### src/rtl/alu_exec_unit_if.sv
`default_nettype none
// ============================================================================
// Module   : alu_exec_unit_if
// Brief    : Operation/result handshake bundle for alu_exec_unit.
// Revision : 1.0
// ============================================================================
interface alu_exec_unit_if #(
    parameter int XLEN = 32
);
    logic            in_valid;
    logic            in_ready;
    logic [1:0]      alu_op;
    logic [2:0]      funct3;
    logic [6:0]      funct7;
    logic [XLEN-1:0] op_a;
    logic [XLEN-1:0] op_b;
    logic            out_valid;
    logic            out_ready;
    logic [XLEN-1:0] result;
    logic            zero;
    logic            busy;

    modport master (
        output in_valid, alu_op, funct3, funct7, op_a, op_b, out_ready,
        input  in_ready, out_valid, result, zero, busy
    );

    modport slave (
        input  in_valid, alu_op, funct3, funct7, op_a, op_b, out_ready,
        output in_ready, out_valid, result, zero, busy
    );
endinterface
`default_nettype wire

### src/rtl/alu_exec_unit.sv
`default_nettype none
// ============================================================================
// Module   : alu_exec_unit
// Brief    : Handshaked integer ALU with optional iterative shift-add multiply
//            (enabled by defining ALU_EXEC_MUL_EN).
// Revision : 1.0
// ============================================================================
module alu_exec_unit #(
    parameter int XLEN = 32,
    parameter int SHW  = $clog2(XLEN)
) (
    input  wire logic       clk,
    input  wire logic       rst,
    alu_exec_unit_if.slave  bus
);

`ifdef ALU_EXEC_MUL_EN
    typedef enum logic [1:0] {ST_IDLE = 2'd0, ST_MUL = 2'd1, ST_DONE = 2'd2} state_t;
`else
    typedef enum logic [1:0] {ST_IDLE = 2'd0, ST_DONE = 2'd2} state_t;
`endif

    state_t          r_state;
    logic            r_out_valid;
    logic            r_busy;
    logic [XLEN-1:0] r_result;
    logic            r_zero;

    logic [SHW-1:0]  w_shamt;
    logic            w_is_mext;
    logic            w_in_ready;
    logic            w_accept;
    logic [XLEN-1:0] w_ctz;
    logic [XLEN-1:0] w_alu;

`ifdef ALU_EXEC_MUL_EN
    logic [XLEN-1:0] r_acc;
    logic [XLEN-1:0] r_mcand;
    logic [XLEN-1:0] r_mplier;
    logic [SHW-1:0]  r_cnt;
    logic            w_is_mul;
    logic [XLEN-1:0] w_acc_next;

    assign w_is_mul   = (bus.alu_op == 2'b10) && w_is_mext && (bus.funct3 == 3'b000);
    assign w_acc_next = r_mplier[0] ? (r_acc + r_mcand) : r_acc;
`endif

    assign w_shamt    = bus.op_b[SHW-1:0];
    assign w_is_mext  = (bus.funct7 == 7'b0000001);
    assign w_in_ready = (r_state == ST_IDLE) || ((r_state == ST_DONE) && bus.out_ready);
    assign w_accept   = bus.in_valid && w_in_ready;

    // Scan from the MSB down so the lowest set bit wins; all-zero leaves XLEN.
    always_comb begin
        w_ctz = XLEN'(XLEN);
        for (int i = XLEN - 1; i >= 0; i--) begin
            if (bus.op_a[i]) begin
                w_ctz = XLEN'(i);
            end
        end
    end

    always_comb begin
        w_alu = '0;
        case (bus.alu_op)
            2'b00: w_alu = bus.op_a + bus.op_b;
            2'b01: w_alu = bus.op_a - bus.op_b;
            2'b11: w_alu = w_ctz;
            default: begin
                if (!w_is_mext) begin
                    case (bus.funct3)
                        3'b000: w_alu = bus.funct7[5] ? (bus.op_a - bus.op_b)
                                                      : (bus.op_a + bus.op_b);
                        3'b001: w_alu = bus.op_a << w_shamt;
                        3'b010: w_alu = {{(XLEN-1){1'b0}}, ($signed(bus.op_a) < $signed(bus.op_b))};
                        3'b011: w_alu = {{(XLEN-1){1'b0}}, (bus.op_a < bus.op_b)};
                        3'b100: w_alu = bus.op_a ^ bus.op_b;
                        3'b101: w_alu = bus.funct7[5] ? XLEN'($signed(bus.op_a) >>> w_shamt)
                                                      : (bus.op_a >> w_shamt);
                        3'b110: w_alu = bus.op_a | bus.op_b;
                        default: w_alu = bus.op_a & bus.op_b;
                    endcase
                end
            end
        endcase
    end

    always_ff @(posedge clk) begin
        if (rst) begin
            r_state     <= ST_IDLE;
            r_out_valid <= 1'b0;
            r_busy      <= 1'b0;
            r_result    <= '0;
            r_zero      <= 1'b1;
`ifdef ALU_EXEC_MUL_EN
            r_acc       <= '0;
            r_mcand     <= '0;
            r_mplier    <= '0;
            r_cnt       <= '0;
`endif
        end else begin
            case (r_state)
                ST_IDLE, ST_DONE: begin
                    if (w_accept) begin
`ifdef ALU_EXEC_MUL_EN
                        if (w_is_mul) begin
                            r_state     <= ST_MUL;
                            r_busy      <= 1'b1;
                            r_out_valid <= 1'b0;
                            r_acc       <= '0;
                            r_mcand     <= bus.op_a;
                            r_mplier    <= bus.op_b;
                            r_cnt       <= '0;
                        end else
`endif
                        begin
                            r_state     <= ST_DONE;
                            r_out_valid <= 1'b1;
                            r_result    <= w_alu;
                            r_zero      <= (w_alu == '0);
                        end
                    end else if ((r_state == ST_DONE) && bus.out_ready) begin
                        r_state     <= ST_IDLE;
                        r_out_valid <= 1'b0;
                    end
                end
`ifdef ALU_EXEC_MUL_EN
                // One multiplier bit per cycle; the last step writes the result directly.
                ST_MUL: begin
                    r_acc    <= w_acc_next;
                    r_mcand  <= r_mcand << 1;
                    r_mplier <= r_mplier >> 1;
                    r_cnt    <= r_cnt + 1'b1;
                    if (r_cnt == SHW'(XLEN - 1)) begin
                        r_state     <= ST_DONE;
                        r_busy      <= 1'b0;
                        r_out_valid <= 1'b1;
                        r_result    <= w_acc_next;
                        r_zero      <= (w_acc_next == '0);
                    end
                end
`endif
                default: begin
                    r_state     <= ST_IDLE;
                    r_out_valid <= 1'b0;
                    r_busy      <= 1'b0;
                end
            endcase
        end
    end

    assign bus.in_ready  = w_in_ready;
    assign bus.out_valid = r_out_valid;
    assign bus.busy      = r_busy;
    assign bus.result    = r_result;
    assign bus.zero      = r_zero;

endmodule
`default_nettype wire
### src/flat_wrapper.sv
// flat-port wrapper written by rule: the top's interface ports become plain ports
module alu_exec_unit_flat 
#(
    parameter int XLEN = 32,
    parameter int SHW  = $clog2(XLEN)
)
  (clk, rst, bus_in_valid, bus_alu_op, bus_funct3, bus_funct7, bus_op_a, bus_op_b, bus_out_ready, bus_in_ready, bus_out_valid, bus_result, bus_zero, bus_busy);
  alu_exec_unit_if #(.XLEN(XLEN)) bus_i ();
  input  wire logic clk;
  input  wire logic rst;
  input wire logic [$bits(bus_i.in_valid)-1:0] bus_in_valid;
  input wire logic [$bits(bus_i.alu_op)-1:0] bus_alu_op;
  input wire logic [$bits(bus_i.funct3)-1:0] bus_funct3;
  input wire logic [$bits(bus_i.funct7)-1:0] bus_funct7;
  input wire logic [$bits(bus_i.op_a)-1:0] bus_op_a;
  input wire logic [$bits(bus_i.op_b)-1:0] bus_op_b;
  input wire logic [$bits(bus_i.out_ready)-1:0] bus_out_ready;
  output wire logic [$bits(bus_i.in_ready)-1:0] bus_in_ready;
  output wire logic [$bits(bus_i.out_valid)-1:0] bus_out_valid;
  output wire logic [$bits(bus_i.result)-1:0] bus_result;
  output wire logic [$bits(bus_i.zero)-1:0] bus_zero;
  output wire logic [$bits(bus_i.busy)-1:0] bus_busy;
  assign bus_i.in_valid = bus_in_valid;
  assign bus_i.alu_op = bus_alu_op;
  assign bus_i.funct3 = bus_funct3;
  assign bus_i.funct7 = bus_funct7;
  assign bus_i.op_a = bus_op_a;
  assign bus_i.op_b = bus_op_b;
  assign bus_i.out_ready = bus_out_ready;
  assign bus_in_ready = bus_i.in_ready;
  assign bus_out_valid = bus_i.out_valid;
  assign bus_result = bus_i.result;
  assign bus_zero = bus_i.zero;
  assign bus_busy = bus_i.busy;
  alu_exec_unit #(.XLEN(XLEN), .SHW(SHW)) u_core (.clk(clk), .rst(rst), .bus(bus_i));
endmodule
### config.mk
export PLATFORM = sky130hd
export DESIGN_NAME = alu_exec_unit_flat
export DESIGN_NICKNAME = d
export VERILOG_FILES = /design/src/rtl/alu_exec_unit_if.sv /design/src/rtl/alu_exec_unit.sv /design/src/flat_wrapper.sv
export SDC_FILE = /design/constraint.sdc
export NUM_CORES = 1
export LEC_CHECK = 0
export ABC_AREA = 1
export BUFFER_PORTS_ARGS = -buffer_cell sky130_fd_sc_hd__buf_2
export CORE_ASPECT_RATIO = 0.5
export CORE_UTILIZATION = 45
export DETAILED_ROUTE_END_ITERATION = 10
export PLACE_DENSITY = 0.72
export SYNTH_ARGS = -nofsm -noshare
export SYNTH_HDL_FRONTEND = slang
export SYNTH_SLANG_ARGS = --single-unit
export TNS_END_PERCENT = 20
### constraint.sdc
create_clock -name clk -period 10.3 [get_ports clk]
set_input_delay 1.545 -clock clk [delete_from_list [all_inputs] [get_ports clk]]
set_output_delay 1.545 -clock clk [all_outputs]
set_load 0.02 [all_outputs]
Word-level counts from Yosys, hierarchy flattened:

Index checks and enable logic that the tools add are counted.
W data, S select, Z words.

* flip-flop bits (word level): 35
* input port bits: 80
* output and inout port bits: 36
* word-level logic and storage cells: 76

* $add $sub $neg: 2
* magnitude comparators: 2
* equal/unequal tests: 9
* shift-type cells: 3
* muxes and demuxes: 41
* bitwise logic cells: 4
* reductions and logical operators: 11

Operator list (number)
* $pmux W32 S7: 1
* $mux W6: 32
* $mux W32: 3
* $pmux W32 S3: 1
* $lt A32 B32 Y1: 2
* $add A32 B32 Y32: 1
* $and A32 B32 Y32: 1
* $logic_not A32 Y1: 1
* $or A32 B32 Y32: 1
* $shl A32 B5 Y32: 1
* $shr A32 B5 Y32: 1
* $sshr A32 B5 Y32: 1
* $sub A32 B32 Y32: 1
* $xor A32 B32 Y32: 1
* $eq A3 B3 Y1 const B: 3
* $eq A7 B1 Y1 const B: 1
* $eq A3 B2 Y1 const B: 2
* $logic_not A2 Y1: 2
* $mux W2: 2
* $reduce_or A2 Y1: 2
* $eq A3 B1 Y1 const B: 1
* $logic_not A3 Y1: 1
* $eq A2 B1 Y1 const B: 1
* $eq A2 B2 Y1 const B: 1
* other kinds (6): 8

Logic depth before layout (Yosys ltp):

* depth after elaboration: 34
* gate-level depth with buffers: 35
* gate-level depth less buffers: 35

Least setup slack after synthesis:

OpenSTA, ideal clock, no wires.

* kind: input-to-reg
* from: input bus_op_b[2]
* to: register u_core.r_zero (netlist: u_core.bus.zero)
* setup time: 0.059 ns
* data arrival time: 4.570 ns
* required time: 10.241 ns
* slack: 5.671 ns
* stages: 27
* path buffers: 5
* cells stage by stage: buf_2 inv_2 buf_2 buf_2 buf_2 ha_1 buf_4 inv_2 nand3b_1 nand2_2 a21boi_1 o21ai_2 nand2_1 nand2_1 nand3_1 nand2_1 xor2_1 nand2_1 a31oi_1 nand3_1 a21oi_1 nand2_1 nor2_1 nand3_1 nor2_1 nand3_1 nand2_1

* longest elaborated chain between the ends: 6
* elaborated cells between the ends (all ways): 16
* those cells by class: 2 x add/sub; 2 x order compare; 3 x shift; 5 x mux; 3 x bitwise; 1 x reduce/logical

Ends and longest elaborated chain
* start, declared: RTL line flat_wrapper.sv:16 `input wire logic [$bits(bus_i.op_b)-1:0] bus_op_b;`
* $add A32 B32 Y32, or another cell as far along: RTL line alu_exec_unit.sv:66, alu_exec_unit.sv:73
* $mux W32 (on tied branches): RTL line alu_exec_unit.sv:72, alu_exec_unit.sv:78
* $pmux W32 S7: RTL line alu_exec_unit.sv:71 `case (bus.funct3)`
* $mux W32: RTL line alu_exec_unit.sv:70 `if (!w_is_mext) begin`
* $pmux W32 S3 (*): RTL line alu_exec_unit.sv:65 `case (bus.alu_op)`
* $logic_not A32 Y1 (*): RTL line alu_exec_unit.sv:120 `r_zero <= (w_alu == '0);`
* end signal, assigned: RTL line alu_exec_unit.sv:120
* end, declared: RTL line alu_exec_unit.sv:27 `logic r_zero;`

Mark *: on every way between the ends. The rest lies on a longest branch, timed or not.
A chain may end at the register's enable or synchronous reset.

Final worst setup path:

* from: input bus_op_b[4]
* to: register u_core.r_zero (netlist: u_core.bus.zero)

The elaborated chain is that of the path after synthesis.

==> metrics <==
max frequency about 0.17 GHz; FP Rows 40; kind of critical path primary input to flip-flop; fin crit share between 50% and 60%; worst min path class flip-flop to flip-flop; WP data arrival ~6.2 ns; Post-Place Setup Slack approximately 4.4 ns; Post-Syn Nets between 2k and 2.5k; average wire per standard cell a little over 20 um; DR vias/cell just over 6; Vert. Die Dim 112.9 um; final hold violations 0; Clock Skews around 0.0014 ns; clock sink total 34; Post-DRT Antenna Nets 0; GRT Util Overall between 30% and 40%; core box area between 0.02 and 0.025 mm^2; CP startpoint kind primary input; Top FF cell, synth dfxtp_1; clk_lat worst skew 0.27 ns; layout cells sized above 1 a little under a tenth; Post CTS Setup Buffer Count 0; ys async rst share 0%; Total Neg Setup Slack 0 ns; vias in the first global route between 10k and 15k; initial antenna violation count 4; number of synthesized flops with an enable pin 0; Worst slew margin 31.05%; max-cap violation count 0; Worst-Margin Slew roughly 1 ns; via count 14.58k; Pwr per Cell Area between 80 and 90 mW/mm^2; CTS Buf Count 5; static leakage roughly 0.0062 uW; synthesized flop and latch total 34; Setup crit end kind flip-flop; Starting DRT DRC Count around 2.2k; setup violators final 0; Total Die Area 0.02529 mm^2; largest net degree at the start of global routing 72; nets between 2k and 2.5k; Initial Util approximately 46%; IO Port Bufs between 100 and 150; post_cts resized 0; IO Count 116; outcome complete, no violations; Seq/Total Area, Yosys roughly 6%; clock root buffer clkbuf_16; Max Root-Sink Buffers 2; Worst-path clk slew 0.05 ns; CTS tree built; first-pass GRT wire length 74700 um; # DRC 0; RD Place Congestion 1.130; drt first pass iters 6; DRT Wirelength 49950 um; GRT overflow 0; syn avg cell area 5.438 um^2; die outline width around 220 um; Worst EP required 10.52 ns; Synth-to-Final Area Change 6.653%; DP HPWL between 30000 and 40000 um; hold_ws about 0.49 ns; Yosys warnings 0; H-tree depth 2; Antenna Diode Count 0; setup slack after layout 4.324 ns; Final min period roughly 6 ns; Final Max Tran Viols 0; RSZ-0062 raised after global routing false; maximum vdd drop around 52 uV; CP Max Fanout 21; synth unique cells 61; synthesized instance count 2037; Post-Synthesis Cell Area 0.01108 mm^2; CTS hold repair buffers 0
[Yosys cell counts (all sizes together) (2+ instances only)]
| library cell | n | area [um^2] |
|---|---|---|
| o211ai | 46 | 350.3 |
| nor3 | 19 | 100.1 |
| buf | 68 | 402.9 |
| o2111ai | 17 | 148.9 |
| o22ai | 19 | 118.9 |
| a21o | 10 | 75.07 |
| mux2i | 17 | 170.2 |
| nor4 | 4 | 40.04 |
| o221ai | 9 | 78.83 |
| a221oi | 3 | 26.28 |
| nand3 | 96 | 485.5 |
| ha | 97 | 1214 |
| clkinv | 3 | 11.26 |
| clkbuf | 47 | 176.4 |
| inv | 260 | 975.9 |
| xnor2 | 3 | 26.28 |
| a2111oi | 6 | 52.55 |
| xor2 | 41 | 359.1 |
| nor2 | 203 | 764.5 |
| o2bb2ai | 2 | 17.52 |
| nand3b | 8 | 60.06 |
| o21bai | 8 | 67.56 |
| a21boi | 8 | 63.81 |
| a311oi | 2 | 17.52 |
| o21a | 11 | 82.58 |
| fa | 2 | 40.04 |
| o21ai | 208 | 1075 |
| nand2 | 564 | 2127 |
| a21oi | 167 | 892.1 |
| a211oi | 14 | 105.1 |
| dfxtp | 34 | 680.7 |
| nand4 | 12 | 75.07 |
| a31oi | 12 | 75.07 |
| or2 | 8 | 50.05 |
[where the power goes]
part	total, uW	switching (uW)	leakage [uW]	internal [uW]
logic	691	487	0.00587	204
clock network	149	53.0	0.0000739	95.7
registers	151	6.79	0.000282	144
total	990	547	0.00623	443
[layout make-up]
cell class	count	area (um^2)
clock inverters	1	5.005
well taps	336	420.4
inverters	263	987.2
fillers	2721	12260
flip-flops and latches	34	680.7
multi-input cells	1625	8842
repair buffers	136	735.7
clock buffers	7	142.6
[critical path: stages]
cell	delay, ns
buf_2	0.39
clkinv_1	0.69
ha_1	0.81
nand2_1	0.10
inv_1	0.06
a21oi_1	0.10
o21ai_2	0.33
nand2_1	0.10
nand2_1	0.12
nand2_1	0.08
nand2_1	0.08
nand2_1	0.06
nand2_1	0.09
xor2_1	0.19
nand2_1	0.07
nand3_1	0.20
nand4_1	0.26
a21oi_1	0.31
nand3_1	0.10
nor2_1	0.14
nand4_1	0.09
nor2_1	0.12
nand3_1	0.08
nand2_1	0.07
[per-stage QoR]
stage               power [uW]  util (%)  cell area (um^2)  cells
finish                   990.2     49.07             11810   2402
global route              1051     49.07             11810   2402
CTS                      957.5     49.07             11810   2402
detailed placement       805.8     48.46             11670   2394
global placement         805.4     48.46             11670   2394
floorplan                605.2         -             11080   2037
[flip-flops by register name, indices dropped and copies added, names as in the netlist]
signal             cells
u_core.r_state         1
u_core.bus.result     32
u_core.bus.zero        1
[final timing paths]
check,startpoint,end,cells after the start,slack [ns]
worst max-delay path,bus_op_b[4],u_core.bus.zero,24,4.32
worst min register to register,u_core.bus.result[21],u_core.bus.result[21],2,0.49
worst max register to register,u_core.r_state[1],u_core.bus.zero,13,8.40
worst min-delay path,u_core.bus.result[21],u_core.bus.result[21],2,0.49
[kinds of logic (layout without fill, tap and decap cells)]
group / Yosys count / after routing / share of synthesized area [%]
xor gates and xnor gates: 44 / 44 / 3.479
AOI/OAI and AO/OA: 548 / 548 / 29.81
buffers and inverters: 378 / 407 / 14.14
and+or+nand+nor: 916 / 916 / 33.54
adders and majority gates: 99 / 99 / 11.32
DFF: 34 / 34 / 6.145
muxes: 17 / 17 / 1.536
other: 1 / 1 / 0.03385
[placed cells by master (no fill, tap or decap), types with 34 or more instances in the layout]
cell type  count
a21oi_1      152
buf_2        114
dfxtp_1       34
ha_1          97
inv_1        247
nand2_1      562
nand3_1       95
nor2_1       201
o211ai_1      45
o21ai_0      123
o21ai_1       76
xor2_1        41
[metal layers]
| layer | GRT usage, % | up-vias | part of all wire, % |
|---|---|---|---|
| li1 | - | 6785 | - |
| met1 | 55.03 | 6584 | 42 |
| met2 | 52.92 | 1083 | 38 |
| met3 | 14.36 | 123 | 18 |
| met4 | 8.311 | 2 | 2.2 |
| met5 | 0 | - | 0.018 |
Note: power is estimated with default switching activity, not from simulation.
